===== src/rtl/tx_byte_fifo_if.sv =====
// Handshake bundle between the byte producer, the FIFO and the serializer.
// Optional tx_parity signal exists only when TX_PARITY_EN is defined.
interface tx_byte_fifo_if #(
  parameter int DEPTH = 16
) ();
  localparam int AW = $clog2(DEPTH);

  logic          wr_en;
  logic [7:0]    wr_data;
  logic          full;
  logic [7:0]    tx_data;
  logic          tx_valid;
  logic          tx_ready;
  logic [AW:0]   count;
  logic          overflow;
  logic          clr_ovf;
`ifdef TX_PARITY_EN
  logic          tx_parity;
`endif

  modport master (
    output wr_en, wr_data, tx_ready, clr_ovf,
`ifdef TX_PARITY_EN
    input  tx_parity,
`endif
    input  full, tx_data, tx_valid, count, overflow
  );

  modport slave (
    input  wr_en, wr_data, tx_ready, clr_ovf,
`ifdef TX_PARITY_EN
    output tx_parity,
`endif
    output full, tx_data, tx_valid, count, overflow
  );
endinterface


===== src/rtl/tx_byte_fifo.sv =====
// FWFT byte FIFO feeding the serial transmitter, with sticky overflow.
// Define TX_PARITY_EN to add the even-parity output of the head byte.
module tx_byte_fifo #(
  parameter int DEPTH = 16
) (
  input logic          clk,
  input logic          rst,
  tx_byte_fifo_if.slave bus
);
  localparam int AW = $clog2(DEPTH);
  localparam logic [AW:0] FULL_CNT = (AW+1)'(DEPTH);

  logic [7:0]    mem [DEPTH];
  logic [AW-1:0] rd_ptr;
  logic [AW-1:0] wr_ptr;
  logic [AW:0]   cnt;
  logic          ovf;
  logic          full;
  logic          valid;
  logic          pop;
  logic          push;
  logic          drop;

  // Status comes only from the registered count, never from the strobes.
  assign full  = (cnt == FULL_CNT);
  assign valid = (cnt != '0);

  assign pop  = valid & bus.tx_ready;
  assign push = bus.wr_en & (~full | pop);
  assign drop = bus.wr_en & full & ~pop;

  always_ff @(posedge clk) begin
    if (rst) begin
      rd_ptr <= '0;
      wr_ptr <= '0;
      cnt    <= '0;
      ovf    <= 1'b0;
    end else begin
      if (push)
        wr_ptr <= wr_ptr + AW'(1);
      if (pop)
        rd_ptr <= rd_ptr + AW'(1);
      if (push & ~pop)
        cnt <= cnt + (AW+1)'(1);
      else if (pop & ~push)
        cnt <= cnt - (AW+1)'(1);
      // A fresh drop beats a same-cycle clear.
      if (drop)
        ovf <= 1'b1;
      else if (bus.clr_ovf)
        ovf <= 1'b0;
    end
  end

  always_ff @(posedge clk) begin
    if (push)
      mem[wr_ptr] <= bus.wr_data;
  end

  assign bus.tx_data  = mem[rd_ptr];
  assign bus.tx_valid = valid;
  assign bus.full     = full;
  assign bus.count    = cnt;
  assign bus.overflow = ovf;

`ifdef TX_PARITY_EN
  assign bus.tx_parity = ^mem[rd_ptr];
`endif

endmodule


===== src/flat_wrapper.sv =====
// flat-port wrapper written by rule: the top's interface ports become plain ports
module tx_byte_fifo_flat 
#(
  parameter int DEPTH = 16
)
  (clk, rst, bus_wr_en, bus_wr_data, bus_tx_ready, bus_clr_ovf, bus_full, bus_tx_data, bus_tx_valid, bus_count, bus_overflow);
  tx_byte_fifo_if #(.DEPTH(DEPTH)) bus_i ();
  input logic clk;
  input logic rst;
  input wire logic [$bits(bus_i.wr_en)-1:0] bus_wr_en;
  input wire logic [$bits(bus_i.wr_data)-1:0] bus_wr_data;
  input wire logic [$bits(bus_i.tx_ready)-1:0] bus_tx_ready;
  input wire logic [$bits(bus_i.clr_ovf)-1:0] bus_clr_ovf;
  output wire logic [$bits(bus_i.full)-1:0] bus_full;
  output wire logic [$bits(bus_i.tx_data)-1:0] bus_tx_data;
  output wire logic [$bits(bus_i.tx_valid)-1:0] bus_tx_valid;
  output wire logic [$bits(bus_i.count)-1:0] bus_count;
  output wire logic [$bits(bus_i.overflow)-1:0] bus_overflow;
  assign bus_i.wr_en = bus_wr_en;
  assign bus_i.wr_data = bus_wr_data;
  assign bus_i.tx_ready = bus_tx_ready;
  assign bus_i.clr_ovf = bus_clr_ovf;
  assign bus_full = bus_i.full;
  assign bus_tx_data = bus_i.tx_data;
  assign bus_tx_valid = bus_i.tx_valid;
  assign bus_count = bus_i.count;
  assign bus_overflow = bus_i.overflow;
  tx_byte_fifo #(.DEPTH(DEPTH)) u_core (.clk(clk), .rst(rst), .bus(bus_i));
endmodule

===== config.mk =====
export PLATFORM = sky130hd
export DESIGN_NAME = tx_byte_fifo_flat
export DESIGN_NICKNAME = d
export VERILOG_FILES = /design/src/rtl/tx_byte_fifo_if.sv /design/src/rtl/tx_byte_fifo.sv /design/src/flat_wrapper.sv
export SDC_FILE = /design/constraint.sdc
export NUM_CORES = 1
export LEC_CHECK = 0
export CAP_MARGIN = 5
export CORE_ASPECT_RATIO = 1.5
export CORE_MARGIN = 4
export CORE_UTILIZATION = 55
export CTS_CLUSTER_DIAMETER = 60
export DETAILED_ROUTE_END_ITERATION = 10
export PLACE_DENSITY = 0.71
export SYNTH_ARGS = -nofsm -noshare
export SYNTH_HDL_FRONTEND = slang
export SYNTH_SLANG_ARGS = --single-unit

===== constraint.sdc =====
create_clock -name clk -period 8.1 [get_ports clk]
set_input_delay 1.62 -clock clk [delete_from_list [all_inputs] [get_ports clk]]
set_output_delay 1.62 -clock clk [all_outputs]
set_load 0.1 [all_outputs]

==> results of run 1 <==
[cells by family (layout without fill, tap and decap cells)]
group / count (synthesis) / in the layout / share of synthesized area
buffers and inverters: 24 / 71 / 0.01780
adder cells (fa/ha/maj): 10 / 10 / 0.02273
AO/OA/AOI/OAI: 29 / 29 / 0.03903
flip-flops: 146 / 146 / 0.7206
XOR/XNOR: 8 / 8 / 0.01201
multiplexers: 35 / 35 / 0.1289
AND/OR/NAND/NOR: 71 / 71 / 0.05898
[metal layers]
metal  wire length [µm]  GRT usage  share of wire
met5                  0          0              0
met4                270    0.08347          0.024
met3                597    0.05107          0.054
met2               6106     0.3476           0.55
met1               4160     0.2451           0.37
[layout make-up]
type,instances,area (µm²)
Clock inverter,12,141.4
Multi-Input combinational cell,153,1526
Tap cell,141,176.4
Timing Repair Buffer,33,315.3
Clock buffer,19,432.9
Fill cell,702,3422
Sequential cell,146,4207
Inverter,7,26.28
[synthesized netlist by cell type, drive strengths merged (6+ instances only)]
cell type | count | area share
a21oi | 6 | 0.0051
a22oi | 16 | 0.021
buf | 9 | 0.0081
clkbuf | 8 | 0.0051
dfxtp | 18 | 0.062
edfxtp | 128 | 0.66
ha | 9 | 0.019
inv | 7 | 0.0045
mux4 | 32 | 0.12
nand2 | 11 | 0.0071
nor2 | 36 | 0.023
xor2 | 7 | 0.011
[layout by cell type, fill, tap and decap left out, types with 2 or more instances in the layout]
cell type | Yosys | layout
edfxtp_1 | 128 | 128
nor2_1 | 36 | 36
mux4_2 | 32 | 32
clkdlybuf4s50_1 | 0 | 28
clkbuf_16 | 0 | 17
a22oi_1 | 16 | 16
dfxtp_1 | 18 | 16
nand2_1 | 11 | 11
ha_1 | 9 | 9
inv_1 | 7 | 7
xor2_1 | 7 | 7
a21oi_1 | 6 | 6
nand2b_1 | 4 | 4
nor3_1 | 4 | 4
buf_4 | 0 | 4
nor2b_1 | 3 | 3
nand3_2 | 3 | 3
o211ai_1 | 3 | 3
bufinv_16 | 0 | 3
clkinv_2 | 0 | 3
clkinv_1 | 0 | 3
mux2i_1 | 2 | 2
and3_1 | 2 | 2
dfxtp_2 | 0 | 2
clkinv_4 | 0 | 2
clkbuf_1 | 8 | 2
[power breakdown]
part / leakage (nW) / internal [W] / switching [W]
clock: 0.279 / 0.000477 / 0.000278
sequential: 1.30 / 0.000853 / 0.0000413
combinational: 0.664 / 0.000252 / 0.000461
total: 2.25 / 0.00158 / 0.000780
[through the flow]
step | cells | hold slack (ps) | setup slack [ps] | utilization | power (W)
floorplan | 323 | 477.2 | 3752 | - | 0.001473
global placement | 479 | 511.2 | 3659 | 0.6095 | 0.001622
detailed placement | 479 | 524.2 | 3686 | 0.6095 | 0.001629
CTS | 510 | 530.7 | 3183 | 0.6656 | 0.002385
global route | 511 | 550.1 | 3048 | 0.6661 | 0.002466
finish | 511 | 519.4 | 3253 | 0.6661 | 0.002362
[sequential cells by signal (all words and copies together) (netlist names), named ones only]
signal and flops:
u_core.mem 128, u_core.bus.count 5, u_core.rd_ptr 4, u_core.wr_ptr 4, u_core.bus.overflow 1
[tightest hold or removal path: stages (launching register included)]
cell and delay (ps):
dfxtp_1 340, nand2_1 70, a21oi_1 60
[final timing paths]
kind | startpoint | slack (ps) | to
worst max-delay path | flop | 3250 | bus_tx_data[4]
worst min-delay path | u_core.wr_ptr[1]$_SDFFE_PP0P_ | 520 | u_core.wr_ptr[1]$_SDFFE_PP0P_
worst min register to register | u_core.wr_ptr[1]$_SDFFE_PP0P_ | 520 | u_core.wr_ptr[1]$_SDFFE_PP0P_
worst max register to register | u_core.bus.count[0]$_SDFFE_PP0P_ | 5180 | u_core.bus.count[4]$_SDFFE_PP0P_
==> results.sh, run 1 <==
export IMPL_mappedNetlistNets=346
export IMPL_cts_hold_buffers_added=0
export IMPL_finalClockSkew_ps=6.238
export IMPL_route_detailed_wl_per_inst_um=21.79
export IMPL_place_area_mm2=0.006246
export IMPL_final_net_count=381
export IMPL_chipWidth_um=92.10
export IMPL_timing_critical_path_arrival_ps=3230
export IMPL_grt_total_usage=0.2028
export IMPL_routed_wl_um=11130
export IMPL_std_cell_rows=45
export IMPL_worstPathRequired_ps=6480
export IMPL_clock_path_buffers=2
export IMPL_run_status="finished clean"
export IMPL_worstSetupStartpointType="flop"
export IMPL_grt_start_max_net_pins=33
export IMPL_flow_area_growth_from_synthesis_pct=16.98
export IMPL_hold_path_class="flop to flop"
export IMPL_ant_nets=0
export IMPL_timing_critical_path_buf_inv=2
export IMPL_grt_antenna_before_repair=0
export IMPL_clkTransAtPathRegs_ps=50
export IMPL_peak_vdd_ir_mv=0.2926
export IMPL_drtIter0Drc=250
export IMPL_clock_sinks=146
export IMPL_cts_inserted_buffers=17
export IMPL_htreeDepth=4
export IMPL_power_per_cell_area_mw_per_mm2=346.1
export IMPL_synth_seq_cells=146
export IMPL_post_route_drc_count=0
export IMPL_worst_setup_path_type="flop to primary output"
export IMPL_port_buffers=28
export IMPL_netlist_cell_type_count=36
export IMPL_power_leakage_nw=2.247
export IMPL_grt_setup_unrepaired="false"
export IMPL_grt_pass1_wl_um=18050
export IMPL_ys_warnings_count=0
export IMPL_crit_path_end_kind="primary output"
export IMPL_timing_hold_violations_final=0
export IMPL_finalCritPeriodShare=0.5984
export IMPL_critPathSlowestCell="clkdlybuf4s50_1"
export IMPL_mappedNetlistArea_mm2=0.005834
export IMPL_grt_ovfl_total=0
export IMPL_cts_root_buffer="clkbuf_16"
export IMPL_worst_hold_path_num_cells=2
export IMPL_std_cell_core_area_mm2=0.01025
export IMPL_postCtsSetupRepairBufs=0
export IMPL_async_flop_share=0
export IMPL_max_cap_violations=0
export IMPL_drt_pass1_iter_count=5
export IMPL_slowest_delay_ps=980
export IMPL_post_layout_inst_area_mm2=0.006825
export IMPL_floorplan_die_area_mm2=0.01235
export IMPL_clk_latency_ps=410
export IMPL_cts_tree="built"
export IMPL_n_antenna_cell=0
export IMPL_detailroute_via_count=2985
export IMPL_floorplan_die_height_um=134.1
export IMPL_final_period_minus_worst_setup_slack_ps=4847
export IMPL_synth_area_per_inst_um2=18.06
export IMPL_critical_path_cell_chain="buf_4 > mux4_2 > a22oi_1 > nand2_1 > clkdlybuf4s50_1"
export IMPL_synth_seq_area_share=0.7206
export IMPL_worst_r2r_cell_count=9
export IMPL_cp_max_fo=32
export IMPL_worst_slew_pin_slew_ps=1011
export IMPL_fmax_mhz=206.3
export IMPL_gpl_final_weighted_congestion=0.7696
export IMPL_netlist_instances=323
export IMPL_timing_final_setup_violations=0
export IMPL_first_global_vias=3181
export IMPL_dp_hpwl_um=7228
export IMPL_setup_tns_final_ps=0
export IMPL_vias_per_cell=5.841
export IMPL_postCtsResizedCells=0
export IMPL_share_of_cells_above_drive_strength_1=0.2027
export IMPL_dominant_synthesized_flop_cell="edfxtp_1"
export IMPL_worst_path_stages=5
export IMPL_slew_margin_rel=0.3235
export IMPL_design_portCount=29
export IMPL_start_util=0.5694
export IMPL_timing_final_max_slew_violations=0
export IMPL_synth_enable_flop_cells=128
export IMPL_critical_path_top_delay_family="buffers and inverters"
No activity file was read; power rests on OpenSTA's default activity.
==> run 2: changes to the inputs <==
--- a/config.mk
+++ b/config.mk
@@ -8,10 +8,10 @@
 export CAP_MARGIN = 5
 export CORE_ASPECT_RATIO = 1.5
 export CORE_MARGIN = 4
-export CORE_UTILIZATION = 55
+export CORE_UTILIZATION = 54
 export CTS_CLUSTER_DIAMETER = 60
 export DETAILED_ROUTE_END_ITERATION = 10
-export PLACE_DENSITY = 0.71
+export PLACE_DENSITY = 0.73
 export SYNTH_ARGS = -nofsm -noshare
 export SYNTH_HDL_FRONTEND = slang
 export SYNTH_SLANG_ARGS = --single-unit
==> constraint.sdc (replaced) <==
create_clock -name clk -period 4.4 [get_ports clk]
set_input_delay 0.88 -clock clk [delete_from_list [all_inputs] [get_ports clk]]
set_output_delay 0.88 -clock clk [all_outputs]
set_load 0.1 [all_outputs]
==> run 2 against run 1 <==
Effect of this change: worst hold slack better by 8.8 ps; sequential power is 87% higher; highest routed layer unchanged; count of clock-buffer cells in the layout is 2 lower; final cell count is 1.2% higher; first-iteration DRC count is 23% lower; clock skew is 1.7 ps lower; design area hardly changed; largest power group unchanged; clock power is 81% higher; die area is 1.7% higher; flip-flop and latch count stayed put; wire length is 0.64% higher; utilization is 2.2 points lower.
==> results.sh, run 2 (synthesized netlist as in run 1, its figures left out) <==
export IMPL_port_buffers=28
export IMPL_finalWorstSetupSlack_ps=849.6
export IMPL_vias_per_cell=5.692
export IMPL_ant_nets=0
export IMPL_critPathSlowestCell="clkdlybuf4s50_1"
export IMPL_worstPathRequired_ps=3520
export IMPL_flow_area_growth_from_synthesis_pct=16.96
export IMPL_setup_tns_final_ps=0
export IMPL_most_common_layout_cells="edfxtp_1, nor2_1, mux4_2, clkdlybuf4s50_1"
export IMPL_worst_r2r_cell_count=9
export IMPL_place_inst=486
export IMPL_routed_wl_um=11210
export IMPL_slew_margin_rel=0.3288
export IMPL_worst_hold_path_num_cells=2
export IMPL_std_cell_core_area_mm2=0.01059
export IMPL_worst_slew_pin_slew_ps=1003
export IMPL_std_cell_rows=46
export IMPL_seq_power_share=0.388
export IMPL_power_frac_comb=0.295
export IMPL_timing_hold_violations_final=0
export IMPL_critical_path_cell_chain="or4_4 > nor2_1 > clkdlybuf4s50_1"
export IMPL_placement_setup_worst_slack_ps=791.9
export IMPL_grt_antenna_before_repair=0
export IMPL_most_flop_heavy_register="u_core.mem"
export IMPL_layoutNonFillerInstCount=517
export IMPL_cts_root_buffer="clkbuf_16"
export IMPL_finalClockSkew_ps=4.556
export IMPL_final_net_count=384
export IMPL_fmax_mhz=281.7
export IMPL_timing_final_max_slew_violations=0
export IMPL_power_frac_clock=0.317
export IMPL_cts_hold_buffers_added=0
export IMPL_timing_critical_path_arrival_ps=2670
export IMPL_cp_max_fo=10
export IMPL_grt_setup_unrepaired="false"
export IMPL_fin_total_pwr_w=0.004306
export IMPL_hold_path_class="flop to flop"
export IMPL_critical_path_reg2reg_endpoint="u_core.bus.count[4]$_SDFFE_PP0P_"
export IMPL_min_delay_worst_endpoint="u_core.rd_ptr[3]$_SDFFE_PP0N_"
export IMPL_max_cap_violations=0
export IMPL_drtIter0Drc=192
export IMPL_power_leakage_nw=2.249
export IMPL_clkTransAtPathRegs_ps=60
export IMPL_dp_hpwl_um=7270
export IMPL_htreeDepth=4
export IMPL_slowest_delay_ps=1140
export IMPL_fill_cells=749
export IMPL_first_global_vias=3173
export IMPL_grt_total_usage=0.2000
export IMPL_floorplan_die_area_mm2=0.01257
export IMPL_finalCritPeriodShare=0.8069
export IMPL_grt_pass1_wl_um=18070
export IMPL_final_period_minus_worst_setup_slack_ps=3550
export IMPL_n_antenna_cell=0
export IMPL_timing_final_setup_violations=0
export IMPL_floorplan_die_height_um=135.3
export IMPL_cts_inserted_buffers=17
export IMPL_switching_share=0.3367
export IMPL_clock_path_buffers=2
export IMPL_cts_tree="built"
export IMPL_final_hold_worst_slack_ps=528.2
export IMPL_gpl_final_weighted_congestion=0.8136
export IMPL_worst_setup_path_type="flop to primary output"
export IMPL_postCtsResizedCells=0
export IMPL_run_status="finished clean"
export IMPL_most_common_cell_after_layout_fill_and_taps_aside="edfxtp_1"
export IMPL_grt_start_max_net_pins=19
export IMPL_grt_ovfl_total=0
export IMPL_crit_path_end_kind="primary output"
export IMPL_drt_pass1_iter_count=4
export IMPL_largest_register_ff_count=128
export IMPL_design_portCount=29
export IMPL_share_of_cells_above_drive_strength_1=0.2359
export IMPL_postCtsSetupRepairBufs=0
export IMPL_p_switching_w=0.001450
export IMPL_clk_latency_ps=410
export IMPL_peak_vdd_ir_mv=0.4363
export IMPL_internal_power_w=0.002856
export IMPL_hp_start="u_core.rd_ptr[3]$_SDFFE_PP0N_"
export IMPL_r2r_setup_slack_ps=1510
export IMPL_start_util=0.5509
export IMPL_detailroute_via_count=2943
export IMPL_chipWidth_um=92.87
export IMPL_worstSetupStartpointType="flop"
export IMPL_r2r_start="u_core.bus.count[3]$_SDFFE_PP0P_"
export IMPL_route_detailed_wl_per_inst_um=21.67
export IMPL_post_route_drc_count=0
export IMPL_power_per_cell_area_mw_per_mm2=631.0
export IMPL_clock_sinks=146
==> run 2: cell types whose count changed in the layout (fill, tap and decap cells not counted), moves of 2 or more <==
cell             delta
clkinvlp_4          +5
clkbuf_1            -2
clkdlybuf4s50_1     -8
clkinv_4            -2
inv_6               +2
buf_4              +12
==> run 2: area by class of cell <==
cell class	instances	area [µm²]	area share
sequential	146	4205	0.6162
multi-input combinational	153	1526	0.2237
clock buffer	17	425.4	0.06234
timing repair buffer	36	320.3	0.04694
tap	144	180.2	0.02640
clock inverter	14	140.1	0.02054
inverter	7	26.28	0.003850
==> run 2: routing by layer <==
layer,GRT usage,up-vias,share of wire
met3,0.03835,10,0.043
met2,0.3531,89,0.56
met4,0.07335,0,0.012
li1,-,1344,-
met5,0,-,0
met1,0.2438,1500,0.38
==> run 2: worst max path at each step <==
stage | startpoint | end
floorplan | u_core.bus.count[0]$_SDFFE_PP0P_ | bus_full
global placement | bus_tx_ready | u_core.bus.count[4]$_SDFFE_PP0P_
detailed placement | bus_tx_ready | u_core.bus.count[4]$_SDFFE_PP0P_
CTS | u_core.bus.count[3]$_SDFFE_PP0P_ | bus_full
global route | flop | bus_tx_data[7]
finish | u_core.bus.count[3]$_SDFFE_PP0P_ | bus_full
==> run 2: metrics by stage <==
| stage | instance area, µm² | util |
|---|---|---|
| 5_1_grt | 6824 | 0.6444 |
| 2_1_floorplan | 5834 | - |
| 6_report | 6824 | 0.6444 |
| 3_3_place_gp | 6259 | 0.5910 |
| 4_1_cts | 6824 | 0.6444 |
| 3_5_place_dp | 6259 | 0.5910 |
==> run 2: power groups by stage <==
stage          registers (W)  logic [W]  clock network, W
6_report             0.00167    0.00127           0.00137
5_1_grt              0.00169    0.00136           0.00144
4_1_cts              0.00168    0.00129           0.00139
3_5_place_dp         0.00171    0.00128                 0
3_3_place_gp         0.00171    0.00127                 0
2_1_floorplan        0.00174   0.000971                 0
==> run 2: worst max-delay path: cells and delay by family, from the launching register on <==
kind                   cells  cell delay [ps]
DFF                        1              350
buffers and inverters      1             1140
and+or+nand+nor            2              770
